## src/rtl/mult_div_pkg.sv

```systemverilog
// Shared types for the multiply/divide unit and the control unit that drives it.
// State and operation encodings plus the default operand width.
package mult_div_pkg;

  localparam int DEFAULT_WIDTH = 32;

  typedef enum logic [1:0] {
    IDLE = 2'd0,
    RUN  = 2'd1,
    FIX  = 2'd2
  } state_t;

  typedef enum logic {
    MUL = 1'b0,
    DIV = 1'b1
  } op_t;

endpackage

```

## src/rtl/mult_div_abs.sv

```systemverilog
// Conditional two's-complement negate: res = neg ? -val : val.
// With neg tied to the sign bit it yields the magnitude.
module mult_div_abs #(
  parameter int W = 32
) (
  input  logic [W-1:0] val,
  input  logic         neg,
  output logic [W-1:0] res
);

  assign res = neg ? (~val + {{(W-1){1'b0}}, 1'b1}) : val;

endmodule

```

## src/rtl/mult_div_unit.sv

```systemverilog
// Signed radix-2 multiply / restoring divide producing HI/LO; MULTDIV_DIVZERO_EXC_EN enables the zero-divisor exception.
// Latency: start edge N, results and done at edge N+WIDTH+1 (zero-divisor exception: done/divZero at edge N).
// No backpressure: requests seen while busy are dropped, done is a single-cycle pulse.
module mult_div_unit
  import mult_div_pkg::*;
#(
  parameter int WIDTH = DEFAULT_WIDTH
) (
  input  logic             clk,
  input  logic             reset,
  input  logic             multOP,
  input  logic             divOP,
  input  logic [WIDTH-1:0] a,
  input  logic [WIDTH-1:0] b,
  output logic [WIDTH-1:0] hi,
  output logic [WIDTH-1:0] lo,
  output logic             busy,
  output logic             done,
  output logic             divZero
);

  localparam int CW = $clog2(WIDTH) + 1;

  state_t           state;
  op_t              op;
  logic [CW-1:0]    cnt;
  logic [WIDTH-1:0] acc_hi;
  logic [WIDTH-1:0] acc_lo;
  logic [WIDTH-1:0] opnd;
  logic             sgn_q;
  logic             sgn_r;

  logic [WIDTH-1:0]   a_mag, b_mag;
  logic [WIDTH-1:0]   addend;
  logic [WIDTH:0]     add_sum;
  logic [WIDTH:0]     shl;
  logic               geq;
  logic [WIDTH-1:0]   diff;
  logic [2*WIDTH-1:0] prod_fix;
  logic [WIDTH-1:0]   quo_fix, rem_fix;

  mult_div_abs #(.W(WIDTH)) u_abs_a (.val(a), .neg(a[WIDTH-1]), .res(a_mag));
  mult_div_abs #(.W(WIDTH)) u_abs_b (.val(b), .neg(b[WIDTH-1]), .res(b_mag));

  // Multiply step: acc_lo holds the unconsumed multiplier bits below the growing product.
  assign addend  = acc_lo[0] ? opnd : {WIDTH{1'b0}};
  assign add_sum = {1'b0, acc_hi} + {1'b0, addend};

  // Divide step: acc_hi is the partial remainder, acc_lo shifts dividend out and quotient in.
  assign shl  = {acc_hi, acc_lo[WIDTH-1]};
  assign geq  = shl >= {1'b0, opnd};
  assign diff = shl[WIDTH-1:0] - opnd;

  mult_div_abs #(.W(2*WIDTH)) u_fix_p (.val({acc_hi, acc_lo}), .neg(sgn_q), .res(prod_fix));
  mult_div_abs #(.W(WIDTH))   u_fix_q (.val(acc_lo), .neg(sgn_q), .res(quo_fix));
  mult_div_abs #(.W(WIDTH))   u_fix_r (.val(acc_hi), .neg(sgn_r), .res(rem_fix));

  assign busy = (state != IDLE);

  always_ff @(posedge clk or negedge reset) begin
    if (!reset) begin
      state   <= IDLE;
      op      <= MUL;
      cnt     <= '0;
      acc_hi  <= '0;
      acc_lo  <= '0;
      opnd    <= '0;
      sgn_q   <= 1'b0;
      sgn_r   <= 1'b0;
      hi      <= '0;
      lo      <= '0;
      done    <= 1'b0;
      divZero <= 1'b0;
    end else begin
      done    <= 1'b0;
      divZero <= 1'b0;
      case (state)
        IDLE: begin
          if (multOP) begin
            op     <= MUL;
            acc_hi <= '0;
            acc_lo <= b_mag;
            opnd   <= a_mag;
            sgn_q  <= a[WIDTH-1] ^ b[WIDTH-1];
            sgn_r  <= a[WIDTH-1];
            cnt    <= '0;
            state  <= RUN;
          end else if (divOP) begin
`ifdef MULTDIV_DIVZERO_EXC_EN
            if (b == '0) begin
              done    <= 1'b1;
              divZero <= 1'b1;
            end else begin
`else
            begin
`endif
              op     <= DIV;
              acc_hi <= '0;
              acc_lo <= a_mag;
              opnd   <= b_mag;
              sgn_q  <= a[WIDTH-1] ^ b[WIDTH-1];
              sgn_r  <= a[WIDTH-1];
              cnt    <= '0;
              state  <= RUN;
            end
          end
        end
        RUN: begin
          if (op == MUL) begin
            acc_hi <= add_sum[WIDTH:1];
            acc_lo <= {add_sum[0], acc_lo[WIDTH-1:1]};
          end else if (geq) begin
            acc_hi <= diff;
            acc_lo <= {acc_lo[WIDTH-2:0], 1'b1};
          end else begin
            acc_hi <= shl[WIDTH-1:0];
            acc_lo <= {acc_lo[WIDTH-2:0], 1'b0};
          end
          cnt <= cnt + CW'(1);
          if (cnt == CW'(WIDTH - 1)) state <= FIX;
        end
        FIX: begin
          if (op == MUL) begin
            {hi, lo} <= prod_fix;
          end else begin
            hi <= rem_fix;
            lo <= quo_fix;
          end
          done  <= 1'b1;
          state <= IDLE;
        end
        default: state <= IDLE;
      endcase
    end
  end

endmodule
```

## config.mk

```make
export PLATFORM = sky130hd
export DESIGN_NAME = mult_div_unit
export DESIGN_NICKNAME = d
export VERILOG_FILES = /design/src/rtl/mult_div_pkg.sv /design/src/rtl/mult_div_abs.sv /design/src/rtl/mult_div_unit.sv
export SDC_FILE = /design/constraint.sdc
export NUM_CORES = 1
export LEC_CHECK = 0
export CELL_PAD_IN_SITES_DETAIL_PLACEMENT = 0
export CELL_PAD_IN_SITES_GLOBAL_PLACEMENT = 1
export CORE_MARGIN = 5
export CORE_UTILIZATION = 40
export DETAILED_ROUTE_END_ITERATION = 8
export GPL_TIMING_DRIVEN = 0
export MAX_ROUTING_LAYER = met4
export PLACE_DENSITY = 0.77
export RECOVER_POWER = 100
export SLEW_MARGIN = 15
export SYNTH_ARGS = -nofsm -noshare
export SYNTH_HDL_FRONTEND = slang
export SYNTH_SLANG_ARGS = --single-unit
```

## constraint.sdc

```tcl
create_clock -name clk -period 4.4 [get_ports clk]
set_clock_uncertainty 0.05 [all_clocks]
set_input_delay 0.44 -clock clk [delete_from_list [all_inputs] [get_ports clk]]
set_output_delay 0.44 -clock clk [all_outputs]
set_load 0.05 [all_outputs]
```

# Word level (Yosys, flattened, before mapping)
# Cells that the tools add are included.
[totals] n_memories=0 ramBits=0 ff_bits=172 word_cells=72 output_inout_bits=67 in_bits=68 latch_bits=0 mem_bits_ro=0
[op_classes] add_sub_neg=8 n_eq_ne=5 shift=0 mux=34 n_mul=0 magnitude_cmp=1 n_bitwise=6 reduce_logical=7 n_div=0
[op_table] operator="$mux W32" count=16
[op_table] operator="$add A32 B1 Y32 const B" count=4
[op_table] operator="$not A32 Y32" count=4
[op_table] operator="$pmux W32 S2" count=2
[op_table] operator="$add A64 B1 Y64 const B" count=1
[op_table] operator="$mux W64" count=1
[op_table] operator="$not A64 Y64" count=1
[op_table] operator="$add A32 B32 Y33" count=1
[op_table] operator="$ge A33 B32 Y1" count=1
[op_table] operator="$sub A32 B32 Y32" count=1
[op_table] operator="$mux W6" count=2
[op_table] operator="$pmux W6 S2" count=1
[op_table] operator="$mux W1" count=8
[op_table] operator="$add A6 B1 Y6 const B" count=1
[op_table] operator="$eq A6 B5 Y1 const B" count=1
[op_table] operator="$mux W2" count=3
[op_table] operator="$reduce_and A2 Y1" count=3
[op_table] operator="$reduce_bool A2 Y1" count=3
[op_table] operator="$pmux W2 S2" count=1
[op_table] operator="$ne A3 B3 Y1 const B" count=1
[op_table] operator="$eq A2 B1 Y1 const B" count=1
[op_table] operator="$eq A2 B2 Y1 const B" count=1
[op_table] operator="$logic_not A2 Y1" count=1
[op_table] operator="$ne A2 B2 Y1 const B" count=1
[op_table] operator="$xor A1 B1 Y1" count=1

# Longest topological paths before layout
[logic_depth] depth_word=6 depth_mapped=14 mapped_depth_nobuf=12

# By module
# Synthesis repeated with hierarchy kept, for this count alone.
[unflattened] cells_unflattened=1999 hier_area_um2=16862.4
[modules_own_cells] module="mult_div_unit" cells_each=1406 seq_area_each_um2=4304.1 instances=1 area_per_inst_um2=12224.2
[modules_own_cells] module="mult_div_abs at u_abs_a ..." cells_each=99 seq_area_each_um2=0.0 instances=4 area_per_inst_um2=777.0
[modules_own_cells] module="mult_div_abs at u_fix_p" cells_each=197 seq_area_each_um2=0.0 instances=1 area_per_inst_um2=1530.2

# Least setup slack after synthesis
# OpenSTA, ideal clock, no wires.
[synth_path] path_kind="flip-flop to flip-flop" from="reg acc_lo[0]" to="reg acc_hi[29]" synth_period_minus_slack_ns=3.315 path_stages_with_launch=13 required_ns=4.226 setup_ns=0.124 path_slack_ns=1.085 n_path_buf=1 t_arrival_ns=3.141 cell_sequence="dfrtp_1 -> inv_1 -> buf_1 -> nor2_1 -> ha_1 -> a211oi_1 -> o21bai_1 -> or3_1 -> nor3_1 -> nor3_1 -> o41ai_1 -> o211ai_1 -> a211o_1"
[synth_between] elab_chain_cells=4
[synth_rtl] element="from (decl)" line="mult_div_unit.sv:28" rtl="logic [WIDTH-1:0] acc_lo;"
[synth_rtl] element="from (signal assigned)" line="mult_div_unit.sv:82" rtl="acc_lo <= b_mag;"
[synth_rtl] element="from (signal assigned)" line="mult_div_unit.sv:99" rtl="acc_lo <= a_mag;"
[synth_rtl] element="from (signal assigned)" line="mult_div_unit.sv:111" rtl="acc_lo <= {add_sum[0], acc_lo[WIDTH-1:1]};"
[synth_rtl] element="$mux W32" line="mult_div_unit.sv:46" rtl="assign addend = acc_lo[0] ? opnd : {WIDTH{1'b0}};"
[synth_rtl] element="$add A32 B32 Y33" line="mult_div_unit.sv:47" rtl="assign add_sum = {1'b0, acc_hi} + {1'b0, addend};"
[synth_rtl] element="$mux W32" line="mult_div_unit.sv:109" rtl="if (op == MUL) begin"
[synth_rtl] element="$pmux W32 S2" line="mult_div_unit.sv:77" rtl="case (state)"
[synth_rtl] element="to (signal assigned)" line="mult_div_unit.sv:110" rtl="acc_hi <= add_sum[WIDTH:1];"
[synth_rtl] element="to (signal assigned)" line="mult_div_unit.sv:113" rtl="acc_hi <= diff;"
[synth_rtl] element="to (signal assigned)" line="mult_div_unit.sv:116" rtl="acc_hi <= shl[WIDTH-1:0];"
[synth_rtl] element="to (decl)" line="mult_div_unit.sv:27" rtl="logic [WIDTH-1:0] acc_hi;"
# No other way between the ends.
# A chain may end at the register's enable or synchronous reset.

# Worst setup path after layout
[layout_path] from="reg acc_lo[0]" to="reg acc_hi[24]"
# Same word-level chain as after synthesis.

==> key figures <==
Power
  • Sequential power share: 0.222
  • NetSw: 7.815 mW
  • Combinational Power Share: 0.668
  • P_leak: 7.111 nW
  • Power per cell area: 871.7 mW/mm2
  • Maximum VDD drop: 0.5378 mV
  • Switching part of the total: 0.5331
  • P_int: 6.845 mW
  • Clock power share: 0.110

Layout
  • Share of cells above drive strength 1: 0.03286
  • Fin cells: 2379
  • Fin nets: 2043
  • P&R area growth vs syn: 17.60%

Global routing
  • Initial antenna violation count: 1
  • GRT Util Overall: 0.2805
  • GR Overflow Total: 0
  • Largest net degree at the start of global routing: 60
  • First-pass GRT wire length: 83560 um
  • Vias in the first global route: 13951

Setup path
  • Startpoint type of the worst setup path: register
  • Reg2Reg Setup Slack: 0.25 ns
  • CP endpoint kind: register
  • Critical path type: reg2reg
  • R2R Path End: acc_hi[24]
  • Critical path arrival: 4.46 ns
  • Worst-path fanout max: 10
  • CP Launch Point: acc_lo[0]
  • Reg-to-reg startpoint: acc_lo[0]
  • Req. time, crit path: 4.71 ns
  • Worst Reg-to-Reg Cells: 13

STA
  • # setup viols final: 0
  • FMAX: 0.2409 GHz
  • Final period utilization: 0.9433
  • Slew HR: -0.9883
  • Max-slew violations: 69
  • Worst slew pin tran: 2.982 ns
  • RSZ-0062 raised after global routing: false
  • Hold Vio Cnt, Final: 0
  • Total negative setup slack: 0 ns
  • Tmin final: 4.150 ns

Logic synthesis
  • Synth Register Bits: 172
  • Register area share after synthesis: 0.3010
  • Cell variety after synth: 83
  • Post-synth net total: 1890
  • Syn avg cell area: 8.167 um2
  • Synthesized area: 0.01430 mm2
  • Async S/R FF share, synth: 1.000
  • Yosys warns: 0
  • Synth Flop Type: dfrtp_1
  • Mapped Cells: 1751
  • Post-synth EDFFs: 0

Die
  • Chip width: 199.1 um
  • Core Footprint: 0.03540 mm2
  • Die height: 199.1 um
  • Initial core utilization: 0.4040
  • Die area: 0.03963 mm2
  • Row count: 69
  • IO Count: 135

Outcome
  • Outcome: finished, violations left
  • Failing checks: max-capacitance violations, max-slew violations

Placement
  • # placed instances: 2345
  • Post-DP HPWL: 43760 um
  • Buffers on Ports: 131
  • Final Wtd Congestion: 0.9691

CTS
  • CTS sink count: 172
  • Clk Latency, worst-skew pair: 0.46 ns
  • Reg clk slew, reported paths: 0.07 ns
  • Clock Path Buffers: 2
  • CTS tree: built
  • Cts bufs inserted: 17
  • Clk Tree Root Cell: clkbuf_16
  • CTS HTree Levels: 4

Route
  • DR vias/cell: 6.132
  • DRC viols: 0
  • Post-DRT Antenna Nets: 0
  • Routed WL: 54870 um
  • First-pass iteration count of the detailed router: 6
  • WL per Instance: 23.06 um
  • DRT iter0 DRCs: 1306
  • Via count: 14589

Hold path
  • End of the worst hold path: hi[23]
  • Source of the worst hold timing path: hi[23]
  • Hold WC Path Type: reg2reg
  • Hold path depth: 2

Flow run
  • Max-cap viol count: 2
## layout by cell type, fill, tap and decap left out, types with 64 or more instances in the layout
master,count
dlygate4sd3_1,70
a21oi_1,94
mux2i_1,64
nor2_1,115
xor2_1,81
clkbuf_1,94
o21ai_0,201
xnor2_1,84
dfrtp_1,172
nand2_1,198
ha_1,69
## worst max-delay path, cell delays in order, from the launching register on
cell      delay, ns
dfrtp_1        0.47
inv_1          0.34
clkbuf_2       0.32
nor2_1         0.11
ha_1           0.29
clkbuf_1       0.26
nand4_1        0.20
nor4_1         0.51
or4_1          0.33
a21bo_2        0.26
a311oi_1       0.17
or4_1          0.50
and3_1         0.16
o21ai_0        0.09
## per-layer routing
layer	up-vias	part of all wire	global-route usage
met1	7178	0.47	0.4021
met2	605	0.44	0.4184
met5	-	0	-
li1	6728	-	-
met4	0	0.019	0.07067
met3	78	0.074	0.04148
## metrics by stage
stage / setup slack (ns) / area (um2) / utilization / power (mW) / hold WS [ns]
global placement: -4.599 / 16190 / 0.4573 / 12.95 / 0.4123
detailed placement: -0.01296 / 16250 / 0.4590 / 13.05 / 0.3468
finish: 0.2496 / 16820 / 0.4751 / 14.66 / 0.4228
floorplan: 1.085 / 14300 / - / 10.09 / 0.09441
global route: 0.02175 / 16820 / 0.4751 / 15.68 / 0.4452
CTS: 0.1791 / 16880 / 0.4769 / 14.71 / 0.4351
## power groups by stage
| stage | Clock (mW) | Sequential, mW | Combinational [mW] |
|---|---|---|---|
| floorplan | 0 | 3.89 | 6.20 |
| global placement | 0 | 3.24 | 9.71 |
| detailed placement | 0 | 3.26 | 9.79 |
| CTS | 1.63 | 3.23 | 9.85 |
| global route | 1.68 | 3.35 | 10.6 |
| finish | 1.61 | 3.25 | 9.79 |
## worst max-delay path by stage
stage                       to
global route        acc_hi[24]
global placement        lo[23]
CTS                 acc_hi[29]
finish              acc_hi[24]
detailed placement  acc_hi[29]
floorplan           acc_hi[29]
## kinds of logic (layout without fill, tap and decap cells)
| logic type | after synthesis | in the layout | share of synthesized area |
|---|---|---|---|
| compound gates | 595 | 595 | 0.2674 |
| xor+xnor | 165 | 165 | 0.1011 |
| fa+ha+maj | 71 | 71 | 0.06317 |
| buf+inv | 166 | 332 | 0.04707 |
| flops | 172 | 172 | 0.3010 |
| mux | 67 | 67 | 0.04716 |
| other cells | 1 | 2 | 0.0002622 |
| simple gates | 514 | 514 | 0.1729 |
## registers in the layout (all words and copies together) (netlist names)
register	count
acc_hi	32
acc_lo	32
cnt	6
done	1
hi	32
lo	32
op	1
opnd	32
sgn_q	1
sgn_r	1
state	2
## timing repair
action / in CTS / in global routing
hold buffers: 1 / 0
buffers inserted: 0 / 0
endpoints found under the setup margin: 2 / 6
resized for setup: 1 / 2
endpoints found under the hold margin: 57 / 0
## cell type report
type,count,area (um2)
Antenna cell,1,2.502
Tap cell,461,576.8
Sequential cell,172,4304
Clock inverter,12,158.9
Fill cell,3524,18580
Timing Repair Buffer,134,1360
Clock buffer,20,456.7
Inverter,61,229.0
Multi-Input combinational cell,1413,9300
Buffer,105,429.2
## synthesized netlist by cell type (all sizes together), types with 17 or more instances
master	instances	area, um2
o21ai	204	1021
nand2	199	749.5
dfrtp	172	4304
nor2	115	431.7
a21oi	94	470.5
clkbuf	88	330.3
xnor2	84	735.7
xor2	81	709.4
ha	69	863.3
mux2i	64	640.6
inv	60	225.2
a22oi	38	285.3
a21o	35	262.8
o31ai	30	225.2
nand3	26	130.1
o22ai	26	162.7
nor3	24	120.1
o211ai	19	142.6
nand2b	18	112.6
nand4	18	118.9
o41ai	18	157.7
buf	17	113.9
or3	17	106.4
No activity file was read; power rests on OpenSTA's default activity.
